### config.mk
export PLATFORM = sky130hd
export DESIGN_NAME = pong_match
export DESIGN_NICKNAME = d
export VERILOG_FILES = /design/src/rtl/pong_pkg.sv /design/src/rtl/pong_bcd_score.sv /design/src/rtl/pong_match.sv
export SDC_FILE = /design/constraint.sdc
export NUM_CORES = 1
export LEC_CHECK = 0
export CAP_MARGIN = 20
export CORE_UTILIZATION = 30
export DETAILED_ROUTE_END_ITERATION = 6
export PLACE_DENSITY_LB_ADDON = 0.12
export SETUP_SLACK_MARGIN = 0.2
export SYNTH_ARGS = -nofsm -noshare
export SYNTH_HDL_FRONTEND = slang
export SYNTH_HIERARCHICAL = 1
export SYNTH_SLANG_ARGS = --single-unit
### constraint.sdc
create_clock -name clk -period 2.7 [get_ports clk]
set_clock_uncertainty 0.2 [all_clocks]
set_input_delay 0.54 -clock clk [delete_from_list [all_inputs] [get_ports clk]]
set_output_delay 0.54 -clock clk [all_outputs]
set_load 0.1 [all_outputs]
### src/rtl/pong_pkg.sv
// Shared types and helpers for the pong match controller: state encoding,
// player-index width and saturating multi-digit BCD arithmetic.
package pong_pkg;

    typedef enum logic [2:0] {
        IDLE  = 3'd0,
        SERVE = 3'd1,
        PLAY  = 3'd2,
        POINT = 3'd3,
        OVER  = 3'd4
    } state_e;

    localparam int MAX_DIGITS = 4;

    function automatic int player_w(input int n);
        return (n > 2) ? $clog2(n) : 1;
    endfunction

    // Adds one to the low 'digits' BCD digits; an all-nines value is held.
    function automatic logic [4*MAX_DIGITS-1:0] bcd_inc(input logic [4*MAX_DIGITS-1:0] v,
                                                        input int digits);
        logic [4*MAX_DIGITS-1:0] r;
        logic carry;
        logic all_nines;
        r         = v;
        carry     = 1'b1;
        all_nines = 1'b1;
        for (int k = 0; k < MAX_DIGITS; k++) begin
            if (k < digits) begin
                if (v[4*k +: 4] != 4'd9) all_nines = 1'b0;
                if (carry) begin
                    if (v[4*k +: 4] == 4'd9) begin
                        r[4*k +: 4] = 4'd0;
                    end else begin
                        r[4*k +: 4] = v[4*k +: 4] + 4'd1;
                        carry       = 1'b0;
                    end
                end
            end
        end
        if (all_nines) r = v;
        return r;
    endfunction

    function automatic logic [4*MAX_DIGITS-1:0] to_bcd(input int value);
        logic [4*MAX_DIGITS-1:0] r;
        int rem;
        r   = '0;
        rem = value;
        for (int k = 0; k < MAX_DIGITS; k++) begin
            r[4*k +: 4] = 4'(rem % 10);
            rem         = rem / 10;
        end
        return r;
    endfunction

endpackage

### src/rtl/pong_bcd_score.sv
// One player's saturating BCD score counter with clear, increment and a
// compare against the binary winning score (0 disables the compare).
module pong_bcd_score
    import pong_pkg::*;
#(
    parameter int SCORE_DIGITS = 1,
    parameter int WIN_SCORE    = 9
) (
    input  logic                      clk,
    input  logic                      reset,
    input  logic                      clr_i,
    input  logic                      inc_i,
    output logic [4*SCORE_DIGITS-1:0] score_o,
    output logic                      win_o
);

    localparam logic [4*MAX_DIGITS-1:0] WIN_BCD = to_bcd(WIN_SCORE);

    logic [4*MAX_DIGITS-1:0] score_q, score_d;

    always_comb begin
        score_d = score_q;
        if (clr_i) begin
            score_d = '0;
        end else if (inc_i) begin
            score_d = bcd_inc(score_q, SCORE_DIGITS);
        end
    end

    always_ff @(posedge clk) begin
        if (reset) score_q <= '0;
        else       score_q <= score_d;
    end

    assign score_o = score_q[4*SCORE_DIGITS-1:0];
    assign win_o   = (WIN_SCORE != 0) && (score_q == WIN_BCD);

endmodule

### src/rtl/pong_match.sv
// Match controller: serve / rally / point / game-over sequencing with BCD scores.
// Optional rally speed-up is built only when PONG_SPEEDUP_EN is defined.
module pong_match
    import pong_pkg::*;
#(
    parameter int  NUM_PLAYERS    = 2,
    parameter int  SCORE_DIGITS   = 1,
    parameter int  WIN_SCORE      = 9,
    parameter int  SERVE_FRAMES   = 60,
    parameter int  HITS_PER_LEVEL = 4,
    parameter int  MAX_LEVEL      = 3,
    localparam int PW             = player_w(NUM_PLAYERS),
    localparam int LW             = $clog2(MAX_LEVEL + 1),
    localparam int SW             = NUM_PLAYERS * 4 * SCORE_DIGITS
) (
    input  logic                   clk,
    input  logic                   reset,
    input  logic                   start,
    input  logic                   frame_tick,
    input  logic [NUM_PLAYERS-1:0] hit,
    input  logic [NUM_PLAYERS-1:0] miss,
    output logic [2:0]             state,
    output logic                   ball_run,
    output logic [PW-1:0]          serve_to,
    output logic [SW-1:0]          score,
    output logic                   point_pulse,
    output logic [PW-1:0]          winner,
    output logic                   winner_valid,
    output logic [LW-1:0]          speed_level
);

    localparam int FW = (SERVE_FRAMES > 0) ? $clog2(SERVE_FRAMES + 1) : 1;

    state_e           state_q, state_d;
    logic             start_q;
    logic [FW-1:0]    frame_cnt_q, frame_cnt_d;
    logic [PW-1:0]    serve_to_q, serve_to_d;
    logic [PW-1:0]    last_hit_q, last_hit_d;
    logic             last_valid_q, last_valid_d;
    logic [PW-1:0]    credit_q, credit_d;
    logic             credited_q, credited_d;
    logic [PW-1:0]    winner_q, winner_d;
    logic             ball_run_q, point_pulse_q, winner_valid_q;

    logic                   start_rise, miss_any, hit_any, hit_accept;
    logic [PW-1:0]          miss_idx, hit_idx;
    logic                   credit_en, serve_entry, clr_scores, win_sel;
    logic [NUM_PLAYERS-1:0] win_vec;

    assign start_rise = start && !start_q;
    assign miss_any   = |miss;
    assign hit_any    = |hit;
    assign hit_accept = (state_q == PLAY) && hit_any && !miss_any;

    // Lowest-numbered set bit wins when several goals/paddles fire together.
    always_comb begin
        miss_idx = '0;
        hit_idx  = '0;
        win_sel  = 1'b0;
        for (int i = NUM_PLAYERS - 1; i >= 0; i--) begin
            if (miss[i]) miss_idx = PW'(i);
            if (hit[i])  hit_idx  = PW'(i);
        end
        for (int i = 0; i < NUM_PLAYERS; i++) begin
            if (win_vec[i] && (credit_q == PW'(i))) win_sel = 1'b1;
        end
    end

    always_comb begin
        state_d      = state_q;
        frame_cnt_d  = frame_cnt_q;
        serve_to_d   = serve_to_q;
        last_hit_d   = last_hit_q;
        last_valid_d = last_valid_q;
        credit_d     = credit_q;
        credited_d   = credited_q;
        winner_d     = winner_q;
        credit_en    = 1'b0;
        case (state_q)
            IDLE: if (start_rise) state_d = SERVE;
            SERVE: begin
                if (frame_cnt_q == FW'(SERVE_FRAMES)) state_d = PLAY;
                else if (frame_tick) frame_cnt_d = frame_cnt_q + 1'b1;
            end
            PLAY: begin
                if (miss_any) begin
                    state_d    = POINT;
                    serve_to_d = miss_idx;
                    credit_d   = last_hit_q;
                    credited_d = last_valid_q && (last_hit_q != miss_idx);
                    credit_en  = credited_d;
                end else if (hit_any) begin
                    last_hit_d   = hit_idx;
                    last_valid_d = 1'b1;
                end
            end
            POINT: begin
                if (credited_q && win_sel) begin
                    state_d  = OVER;
                    winner_d = credit_q;
                end else begin
                    state_d = SERVE;
                end
            end
            OVER: if (start_rise) state_d = SERVE;
            default: state_d = IDLE;
        endcase
        serve_entry = (state_d == SERVE) && (state_q != SERVE);
        clr_scores  = serve_entry && ((state_q == IDLE) || (state_q == OVER));
        if (serve_entry) frame_cnt_d = '0;
        if (clr_scores) begin
            serve_to_d   = '0;
            last_valid_d = 1'b0;
        end
    end

    always_ff @(posedge clk) begin
        if (reset) begin
            state_q        <= IDLE;
            start_q        <= 1'b1;
            frame_cnt_q    <= '0;
            serve_to_q     <= '0;
            last_hit_q     <= '0;
            last_valid_q   <= 1'b0;
            credit_q       <= '0;
            credited_q     <= 1'b0;
            winner_q       <= '0;
            ball_run_q     <= 1'b0;
            point_pulse_q  <= 1'b0;
            winner_valid_q <= 1'b0;
        end else begin
            state_q        <= state_d;
            start_q        <= start;
            frame_cnt_q    <= frame_cnt_d;
            serve_to_q     <= serve_to_d;
            last_hit_q     <= last_hit_d;
            last_valid_q   <= last_valid_d;
            credit_q       <= credit_d;
            credited_q     <= credited_d;
            winner_q       <= winner_d;
            ball_run_q     <= (state_d == PLAY);
            point_pulse_q  <= (state_d == POINT);
            winner_valid_q <= (state_d == OVER);
        end
    end

    for (genvar gi = 0; gi < NUM_PLAYERS; gi++) begin : g_player
        pong_bcd_score #(
            .SCORE_DIGITS(SCORE_DIGITS),
            .WIN_SCORE   (WIN_SCORE)
        ) u_score (
            .clk    (clk),
            .reset  (reset),
            .clr_i  (clr_scores),
            .inc_i  (credit_en && (last_hit_q == PW'(gi))),
            .score_o(score[gi*4*SCORE_DIGITS +: 4*SCORE_DIGITS]),
            .win_o  (win_vec[gi])
        );
    end

`ifdef PONG_SPEEDUP_EN
    localparam int HW = $clog2(HITS_PER_LEVEL + 1);

    logic [HW-1:0] rally_hits_q, rally_hits_d;
    logic [LW-1:0] level_q, level_d;

    always_comb begin
        rally_hits_d = rally_hits_q;
        level_d      = level_q;
        if (serve_entry) begin
            rally_hits_d = '0;
            level_d      = '0;
        end else if (hit_accept) begin
            if (rally_hits_q == HW'(HITS_PER_LEVEL - 1)) begin
                rally_hits_d = '0;
                if (level_q != LW'(MAX_LEVEL)) level_d = level_q + 1'b1;
            end else begin
                rally_hits_d = rally_hits_q + 1'b1;
            end
        end
    end

    always_ff @(posedge clk) begin
        if (reset) begin
            rally_hits_q <= '0;
            level_q      <= '0;
        end else begin
            rally_hits_q <= rally_hits_d;
            level_q      <= level_d;
        end
    end

    assign speed_level = level_q;
`else
    logic unused_speed;
    assign unused_speed = hit_accept;
    assign speed_level  = '0;
`endif

    assign state        = state_q;
    assign ball_run     = ball_run_q;
    assign serve_to     = serve_to_q;
    assign point_pulse  = point_pulse_q;
    assign winner       = winner_q;
    assign winner_valid = winner_valid_q;

endmodule

== Word-level counts from Yosys, hierarchy flattened ==
Index checks and enable logic that the tools add are counted.
Operators by class
  equality and inequality tests: 15
  bitwise operators: 6
  multiplexer cells: 21
  add/subtract/negate cells: 3
  reduce and logical (&&, ||, !) cells: 23
Operator list (count)
  1-bit two-way mux: 14
  3-bit by 2-bit equality test with 1-bit output, second input constant: 4
  3-bit two-way mux: 4
  3-bit one-hot mux with 4 select lines: 1
  2-bit OR reduction: 5
  1-bit logical AND: 9
  4-bit by 1-bit adder with 4-bit output, second input constant: 2
  4-bit equality test, second input constant: 2
  4-bit two-way mux: 2
  4-bit != test, second input constant: 2
  2-bit AND reduction: 4
  6-bit by 1-bit adder with 6-bit output, second input constant: 1
  3-bit by 1-bit equality test with 1-bit output, second input constant: 2
  3-bit equality test, second input constant: 2
  6-bit equality test, second input constant: 1
  1-bit NOT: 6
  3-bit AND reduction: 2
  3-bit zero test: 1
  3-bit by 1-bit != test with 1-bit output, second input constant: 1
  1-bit zero test: 1
  1-bit logical OR: 1
  1-bit != test: 1
Storage, ports and cells
  register bits after elaboration: 27
  output and inout port bits: 18
  word-level logic and storage cells: 82

== Longest topological paths before layout ==
Gate-level depths: netlist of run 1.
  depth after elaboration: 13
  mapped depth: 6

== Modules after synthesis ==
Netlist of run 1, hierarchy kept.
By module, submodules not included
  pong_match: times used 1, area each 927.1 µm², cells an instance 103
  pong_bcd_score: times used 2, area each 210.2 µm², cells an instance 22

== Worst setup path after synthesis of run 1 ==
No wires, ideal clock.
  path type: reg2reg
  start: register state_q[1] (netlist: state[1])
  end: register g_player[0].u_score.score_q[3]
  setup slack: -94 ps
  stages on the path, launching flop included: 7
  setup time: 123 ps
  arrival: 2470 ps
  data required time: 2377 ps
  path buffers: 1
  cells stage by stage: dfxtp_1 > buf_4 > nor3b_4 > nand2_1 > nor3b_1 > nand4_1 > mux2_1
On the way
  cells in the longest elaborated chain, start to end: 7
  elaborated cells between the ends (all ways): 19
Ends and longest elaborated chain
  start, declared: RTL line pong_match.sv:34  | state_e state_q, state_d;
  start signal, assigned: RTL line pong_match.sv:132  | state_q <= state_d;
  3-bit equality test / 3-bit zero test (equally long branches): RTL line pong_match.sv:79, pong_match.sv:109
  2-bit OR reduction (no source line)
  3-bit one-hot mux with 4 select lines: RTL line pong_match.sv:79  | case (state_q)
  3-bit by 1-bit equality test with 1-bit output: RTL line pong_match.sv:108  | serve_entry = (state_d == SERVE) && (state_q != SERVE);
  1-bit logical AND: RTL line pong_match.sv:108
  1-bit logical AND: RTL line pong_match.sv:109  | clr_scores = serve_entry && ((state_q == IDLE) || (state_q == OVER));
  2-bit OR reduction (no source line)
  end signal, assigned: RTL line pong_bcd_score.sv:32  | else score_q <= score_d;
  end, declared: RTL line pong_bcd_score.sv:19  | logic [4*MAX_DIGITS-1:0] score_q, score_d;
Several ways; a longest one is shown, not always the timed one.
A chain may end at the register's enable or synchronous reset.

== Worst setup path in the final report of run 1 ==
  start: input miss[1]
  end: register g_player[0].u_score.score_q[3]
On the way
  cells in the longest elaborated chain, start to end: 8
  elaborated cells between the ends (all ways): 15
Ends and longest elaborated chain
  start, declared: RTL line pong_match.sv:21  | input logic [NUM_PLAYERS-1:0] miss,
  parallel branches: the longest is 8 deep, another holds 3-bit one-hot mux with 4 select lines
Parallel ways; which one is timed is not known.

==> results.cfg, run 1 <==
[outcome]
status = completed

[floorplan]
start_util_pct = 31.2
fp.dieH_um = 69.0
ios = 26
rows = 24
dieArea_um2 = 4760
core-area_um2 = 4320
die_x_um = 69.0

[sta]
hold_viol = 0
setup_viol = 0
tns_ns = 0
rsz0062_at_grt = false
fin_ws_ns = 0.582
finalMaxSlewViolations = 0
slew_headroom_pct = 66.7
fin_crit_ns = 2.12
fmax_ghz = 0.472
tightestPinTransition_ns = 0.498
timing.final.crit_share_pct = 78.4

[logic_synthesis]
synth_top_family_by_area = simple AND/OR/NAND/NOR gates
synth_cell_types = 44
synthMuxAreaShare_pct = 6.31
synthCells = 147
ys_seq_area_share_pct = 40.1
syn_area_um2 = 1350
synth-compound-area-share_pct = 13.6
yosys_warnings = 6
synth_simple_gate_area_share_pct = 30.9
synth.avg_cell_area_um2 = 9.17
synth_fa_ha_area_share_pct = 1.86
yosys.area_share.xor_xnor_pct = 3.25
ys_ff_latch = 27

[clocking]
clkTransAtPathRegs_ns = 0.09
clk-insertion-delay-late_ns = 0.27
cts-buffers-inserted = 3
clockBufferDepth = 2
post_cts_buffers = 0
tritoncts = built
root_buffer = clkbuf_8
holdBufCountCts = 0
cts.sinks = 27
cts_max_level = 1
cts-resized-gates = 0

[grt]
antenna_found_initial = 0
grt.total_usage_pct = 12.2
grt_pass1_vias = 1119
grt.overflow.total = 0
grt_pass1_wl_um = 4820
grt_max_degree = 16

[min_path]
hp-start = frame_cnt_q[5]
hold_depth = 2
min_to = frame_cnt_q[5]
hold_path.class = reg2reg

[place]
dp_cells = 222
io_buffers = 23
gp_congestion = 0.732
dp_slack_ns = 0.301
hpwl_um = 2070
dpl_cell_area_um2 = 1600

[flow_run]
cap_violations = 0

[critical_path]
rrSetupSlack_ns = 0.72
reg2reg_depth = 5
start_kind = input pin
rr_endpoint = g_player[1].u_score/score_q[3]
crit_path_end_kind = flop
critPathKind = in2reg
rr_startpoint = state[1]
worstPathArrival_ns = 2.08
critical_path.max_fanout = 6
worstPathRequired_ns = 2.66

[layout]
drive_above_1_share_pct = 21.3
diodes = 0
areaGrowthSynthToFinish_pct = 22.4
design_area_um2 = 1650
final_cells = 226
finalNetCount = 185

[route]
drt_wl_total_um = 2790
vias_per_cell = 5.05
vias = 1142
drc = 0
drt_iter0_markers = 33
wire_per_inst_um = 12.4
firstDrtPassIters = 4
postRouteAntennaNets = 0

[power_and_ir_drop]
powerDensity_nw_per_um2 = 422
ir_drop_mv = 0.155
leakage_nw = 0.661
-- metal layers --
layer / share of wire [%] / global-route usage [%] / routed length (µm)
met5: 0 / 0 / 0
met4: 0.68 / 4.08 / 19
met3: 2.7 / 1.75 / 74
met2: 49 / 21.5 / 1360
met1: 48 / 15.0 / 1340
-- worst max-delay path, stage by stage --
cell,delay [ns]
clkdlybuf4s50_1,0.53
nor2b_1,0.21
nor3b_1,0.20
buf_4,0.17
nand4_1,0.11
mux2_1,0.32
-- flip-flops by register name, summed over array words and instances, names as in the netlist --
name and cells:
g_player.u_score/score_q 8, frame_cnt_q 6, state 3, ball_run 1, credit_q 1, credited_q 1
last_hit_q 1, last_valid_q 1, point_pulse 1, serve_to 1, start_q 1, winner 1
winner_valid 1
-- Yosys cell counts --
| master | instances | area [µm²] |
|---|---|---|
| dfxtp_1 | 27 | 541 |
| nor2_1 | 16 | 60.1 |
| nand2_1 | 8 | 30.0 |
| nor3b_1 | 7 | 52.6 |
| inv_1 | 6 | 22.5 |
| nor3_1 | 6 | 30.0 |
| a21oi_1 | 5 | 25.0 |
| a211oi_1 | 4 | 30.0 |
| mux2i_1 | 4 | 40.0 |
| nand3_1 | 4 | 20.0 |
| or2_2 | 4 | 25.0 |
| buf_4 | 3 | 22.5 |
| nand2b_1 | 3 | 18.8 |
| nor2b_1 | 3 | 18.8 |
| o211a_1 | 3 | 30.0 |
| o211ai_1 | 3 | 22.5 |
| o21ai_0 | 3 | 15.0 |
| xor2_1 | 3 | 26.3 |
| a32o_1 | 2 | 20.0 |
| and2_2 | 2 | 15.0 |
| and3_1 | 2 | 12.5 |
| and3b_1 | 2 | 17.5 |
| ha_1 | 2 | 25.0 |
| mux2_1 | 2 | 22.5 |
| mux2_2 | 2 | 22.5 |
| nand4_1 | 2 | 12.5 |
| xnor2_1 | 2 | 17.5 |
| a2111oi_0 | 1 | 8.76 |
| a21boi_0 | 1 | 7.51 |
| a21oi_2 | 1 | 8.76 |
| and4b_1 | 1 | 10.0 |
| and4bb_2 | 1 | 12.5 |
| clkbuf_1 | 1 | 3.75 |
| conb_1 | 1 | 3.75 |
| nand2_2 | 1 | 6.26 |
| nand3b_1 | 1 | 7.51 |
| nor3b_2 | 1 | 12.5 |
| nor3b_4 | 1 | 18.8 |
| nor4_1 | 1 | 6.26 |
| nor4b_2 | 1 | 15.0 |
| o21ai_1 | 1 | 5.00 |
| o41a_1 | 1 | 11.3 |
| or3_1 | 1 | 6.26 |
| or3b_1 | 1 | 8.76 |
-- power breakdown --
part	internal [W]	total (W)	switching, W
Sequential	0.000400	0.000403	0.00000313
Clock	0.000106	0.000230	0.000125
Combinational	0.0000215	0.0000623	0.0000408
Total	0.000527	0.000696	0.000168
-- cell families (layout without fill, tap and decap cells) --
| logic type | Yosys count | after routing |
|---|---|---|
| AND/OR/NAND/NOR | 69 | 69 |
| flip-flops | 27 | 27 |
| AO/OA/AOI/OAI | 25 | 25 |
| buffers and inverters | 10 | 36 |
| multiplexers | 8 | 8 |
| XOR/XNOR | 5 | 5 |
| adder cells (fa/ha/maj) | 2 | 2 |
| other | 1 | 2 |
-- worst max path at each step --
stage,startpoint,to,slack [ns],cells past startpoint
3_3_place_gp,miss[1],g_player[0].u_score/score_q[3],0.32,6
3_5_place_dp,miss[1],g_player[0].u_score/score_q[3],0.30,6
2_1_floorplan,g_player[1].u_score/score_q[3],winner,0.23,6
5_1_grt,miss[1],g_player[0].u_score/score_q[3],0.49,6
4_1_cts,miss[1],g_player[0].u_score/score_q[3],0.59,6
6_report,miss[1],g_player[0].u_score/score_q[3],0.58,6
-- area by class of cell --
class                      count  area [µm²]
fill                         467        2680
sequential                    27         542
timing repair buffer          26         213
multi-input combinational    111         762
inverter                       6        22.5
clock buffer                   4        45.0
tap                           52        65.1
-- metrics by stage --
step / hold WS (ns) / utilization (%) / total power (W)
5_1_grt: 0.304 / 38.1 / 0.000730
3_3_place_gp: 0.251 / 37.1 / 0.000474
4_1_cts: 0.281 / 38.1 / 0.000712
3_5_place_dp: 0.266 / 37.1 / 0.000475
6_report: 0.270 / 38.1 / 0.000696
2_1_floorplan: 0.238 / - / 0.000453
-- layout by cell type (no fill, tap or decap), drive strengths merged, types with 6 or more instances in the layout --
master         count
nor3b              9
dfxtp             27
buf               19
clkdlybuf4s50      7
nand2              9
a21oi              6
nor2              16
nor3               6
inv                6
(Power assumes the default switching activity.)
==> inputs of run 2 (changes only) <==
Clock period 2.7 ns to 2.16 ns, I/O delays scaled along.
==> run 2 against run 1 <==
Global-route usage up 0.98 points. Total power up 26%. Worst hold slack better by 0.011 ns. Clock power up 24%. Sequential power up 24%. Combinational power up 44%. Routed wire length up 8.9%. Setup slack worse by 0.27 ns. Count of clock-buffer cells in the layout down 1. Critical path depth down 1. Critical endpoint unchanged. Largest power group unchanged.
==> results.cfg, run 2 (same netlist as run 1, synthesis figures left out) <==
[layout]
diodes = 0
largest_register = g_player.u_score/score_q
final_cell_mix = buf_4, dfxtp_1, nor2_1, buf_12
design_area_um2 = 1870
largest_reg_flops = 8
areaGrowthSynthToFinish_pct = 39.1
finalNetCount = 193
layout_commonest_cell = buf_4
drive_above_1_share_pct = 34.1
finish.utilization_pct = 43.3

[place]
dpl_cell_area_um2 = 1800
gp_congestion = 0.757
io_buffers = 23
hpwl_um = 2250

[clocking]
cts-buffers-inserted = 3
cts_max_level = 1
root_buffer = clkbuf_8
clkTransAtPathRegs_ns = 0.10
clockBufferDepth = 2
clk-insertion-delay-late_ns = 0.27
cts.sinks = 27
holdBufCountCts = 0
tritoncts = built

[power_and_ir_drop]
powerDensity_nw_per_um2 = 468
ir_drop_mv = 0.223
leakage_nw = 0.758

[floorplan]
fp.dieH_um = 69.0
core-area_um2 = 4320
rows = 24
start_util_pct = 31.2
dieArea_um2 = 4760
ios = 26
die_x_um = 69.0

[min_path]
hold_path.class = reg2reg

[critical_path]
cp_slowest_cell = clkdlybuf4s50_1
critPathKind = in2reg
critical_path.max_fanout = 5
start_kind = input pin
worstPathArrival_ns = 1.81
worstPathRequired_ns = 2.12
crit_path_end_kind = flop
path_cells = clkdlybuf4s50_1 > nor2b_2 > nor3b_4 > nand4_1 > mux2_1
cp_slowest_stage_delay_ns = 0.47

[route]
wire_per_inst_um = 13.0
vias = 1175
firstDrtPassIters = 4
postRouteAntennaNets = 0
drc = 0
vias_per_cell = 5.02
drt_wl_total_um = 3040
drt_iter0_markers = 39

[grt]
grt_pass1_vias = 1193
grt_pass1_wl_um = 5220
grt.overflow.total = 0
grt.total_usage_pct = 13.1
grt_max_degree = 16
antenna_found_initial = 0

[sta]
rsz0062_at_grt = true
fmax_ghz = 0.541
hold_ws_ns = 0.280
setup_viol = 0
timing.final.crit_share_pct = 85.6
hold_viol = 0
finalMaxSlewViolations = 0
tns_ns = 0
fin_crit_ns = 1.85

[flow_run]
cap_violations = 0

[outcome]
status = completed
## run 2: power breakdown
part	switching [W]	internal [W]	leakage, nW
registers	0.00000458	0.000496	0.224
clock network	0.000157	0.000129	0.0255
logic	0.0000535	0.0000361	0.508
## run 2: layout make-up
cell class / count / area (µm²)
flip-flops and latches: 27 / 562
fillers: 435 / 2450
well taps: 52 / 65.1
repair buffers: 34 / 388
inverters: 6 / 22.5
clock inverters: 1 / 5.00
clock buffers: 3 / 41.3
multi-input cells: 111 / 791
## run 2: repair_timing
item | in CTS | in global routing
pin swaps | 0 | 1
endpoints found under the hold margin | 0 | 0
buffers inserted | 1 | 1
endpoints found under the setup margin | 1 | 4
resized for setup | 1 | 4
## run 2: worst max-delay path, delay by kind of cell
family                 cells  cell delay (ns)
muxes                      1             0.31
buffers and inverters      1             0.47
and+or+nand+nor            3             0.58
## run 2: worst paths after layout
check,start,end,slack [ns],depth (start not counted)
max reg2reg,g_player[1].u_score/score_q[1],winner,0.35,6
max,miss[1],g_player[0].u_score/score_q[3],0.31,5
min reg2reg,frame_cnt_q[5],frame_cnt_q[5],0.28,2
min,frame_cnt_q[5],frame_cnt_q[5],0.28,2
## run 2: metal layers
metal / global-route usage (%) / wire [µm] / share of wire (%) / vias to the layer above
met5: 0 / 0 / 0 / -
met1: 16.2 / 1430 / 47 / 562
met4: 4.08 / 26 / 0.85 / 0
li1: - / - / - / 596
met2: 22.8 / 1490 / 49 / 15
met3: 2.63 / 87 / 2.9 / 2
## run 2: stage by stage
| stage | power (W) | instances | worst slack, ns |
|---|---|---|---|
| 2_1_floorplan | 0.000563 | 148 | 0.0377 |
| 3_3_place_gp | 0.000599 | 228 | 0.0131 |
| 3_5_place_dp | 0.000601 | 228 | -0.0484 |
| 4_1_cts | 0.000893 | 233 | 0.264 |
| 5_1_grt | 0.000914 | 234 | 0.191 |
| 6_report | 0.000877 | 234 | 0.312 |
==> RTL edit, RTL diff (config.mk and constraints of run 1) <==
Build with the macro `PONG_SPEEDUP_EN` defined.
--- a/src/rtl/pong_match.sv
+++ b/src/rtl/pong_match.sv
@@ -1,5 +1,7 @@
 // Match controller: serve / rally / point / game-over sequencing with BCD scores.
 // Optional rally speed-up is built only when PONG_SPEEDUP_EN is defined.
+`define PONG_SPEEDUP_EN
+
 module pong_match
     import pong_pkg::*;
 #(
Formal check against the unedited RTL: no difference found for any inputs over 10 cycles, from zero or initial values and one cycle with reset high; that may be too few to reach the edited logic, so the function may still have changed.
==> RTL edit against run 1 <==
Global-route usage up 3.0 points; sequential cell count up 5; synthesized area up 17%; critical path depth down 1; final area up 19%; combinational power up 1%; first-iteration DRC count up 73%; power up 27%; routed wire length up 28%; setup slack worse by 0.024 ns; synthesized cell count up 13%; count of clock-buffer cells in the layout up 2; via count up 19%.
==> RTL edit: results (changes against run 1) <==
.. list-table::
   :header-rows: 1

   * - Metric
     - Value
   * - Result of the run
     - finished clean
   * - HPWL Detailed
     - 2700 um (+30%)
   * - Fraction of the mapped netlist area in compound gates
     - 19.2% (+5.6 points)
   * - DRT met1 WL
     - 1610 um (+20%)
   * - Met3 wirelength from detailed routing
     - 130 um (+76%)
   * - Post-DR vias/cell
     - 5.09 (+0.72%)
   * - H-tree depth reported by CTS
     - 2 (+1)
   * - Placed insts
     - 261 (+18%)
   * - Vias after detailed routing
     - 1,364 (+19%)
   * - Arrival time worst endpoint
     - 2.11 ns (+0.03 ns)
   * - Count of distinct cell types in the synthesized netlist
     - 57 (+30%)
   * - Adder-cell area share of the yosys netlist
     - 3.16% (+1.3 points)
   * - Cells taking the most area after synthesis
     - dfxtp_1, a21oi_1, mux2i_1
   * - Instance area at placement
     - 1890 um^2 (+18%)
   * - Number of buffers created by CTS
     - 5 (+2)
   * - Net count, final
     - 210 (+14%)
   * - Share of the synthesized netlist area taken by xor and xnor gates
     - 2.21% (-1.0 points)
   * - Gp weighted congestion
     - 0.689 (-5.9%)
   * - Reported leakage power
     - 0.788 nW (+19%)
   * - Starting density of the core
     - 31.0% (-0.17 points)
   * - CTS clock-pin slew for the worst setup and hold paths
     - 0.07 ns (-0.02 ns)
   * - Met2 routed WL
     - 1790 um (+32%)
   * - Worst voltage drop across the vdd grid
     - 0.244 mV (+57%)
   * - Synth Instances
     - 166 (+13%)
   * - Fraction of final layout cells with drive strength greater than 1
     - 24.2% (+3.0 points)
   * - All-layer global routing usage
     - 15.1% (+3.0 points)
   * - Multiplexer fraction of the synthesized cell area
     - 7.27% (+0.96 points)
   * - Number of global-route vias before repair
     - 1,335 (+19%)
   * - Buffers added on ports
     - 25 (+8.7%)
## RTL edit: logic make-up after synthesis
family | Yosys count
AO/OA/AOI/OAI | 42
XOR/XNOR | 4
adder cells (fa/ha/maj) | 4
buffers and inverters | 11
flip-flops | 32
multiplexers | 11
AND/OR/NAND/NOR | 62
## RTL edit: through the flow
step / hold slack (ns) / power [W]
3_3_place_gp: 0.292 / 0.000549
6_report: 0.291 / 0.000884
2_1_floorplan: 0.253 / 0.000522
5_1_grt: 0.313 / 0.000923
3_5_place_dp: 0.279 / 0.000552
4_1_cts: 0.292 / 0.000901
## RTL edit: area by class of cell
class | instances | area (um^2)
Clock buffer | 6 | 72.6
Multi-Input combinational cell | 123 | 891
Tap cell | 70 | 87.6
Clock inverter | 1 | 5.00
Timing Repair Buffer | 30 | 243
Fill cell | 547 | 3140
Sequential cell | 32 | 647
Inverter | 6 | 22.5
## RTL edit: worst max-delay path: stages
cell and delay, ns:
clkdlybuf4s50_1 0.50, nor3b_1 0.31, and3_1 0.30, nand4_1 0.14, mux2_1 0.33
## RTL edit: per-layer routing
metal	vias up	global-route usage [%]
met4	0	5.66
met5	-	0
met2	23	26.2
li1	683	-
met1	651	17.6
met3	7	4.42
## RTL edit: power groups by stage
stage	Combinational, W	Clock [W]	Sequential [W]
floorplan	0.0000293	0	0.000493
global placement	0.0000617	0	0.000488
detailed placement	0.0000638	0	0.000488
CTS	0.0000640	0.000360	0.000477
global route	0.0000701	0.000376	0.000477
finish	0.0000632	0.000343	0.000477
## RTL edit: final timing paths
kind                             startpoint                             end  slack (ns)  cells after the start
max                                 miss[0]  g_player[0].u_score/score_q[3]        0.56                      5
min                         rally_hits_q[2]                 rally_hits_q[2]        0.29                      2
max reg2reg  g_player[0].u_score/score_q[3]                 rally_hits_q[0]        0.62                      7
min reg2reg                 rally_hits_q[2]                 rally_hits_q[2]        0.29                      2
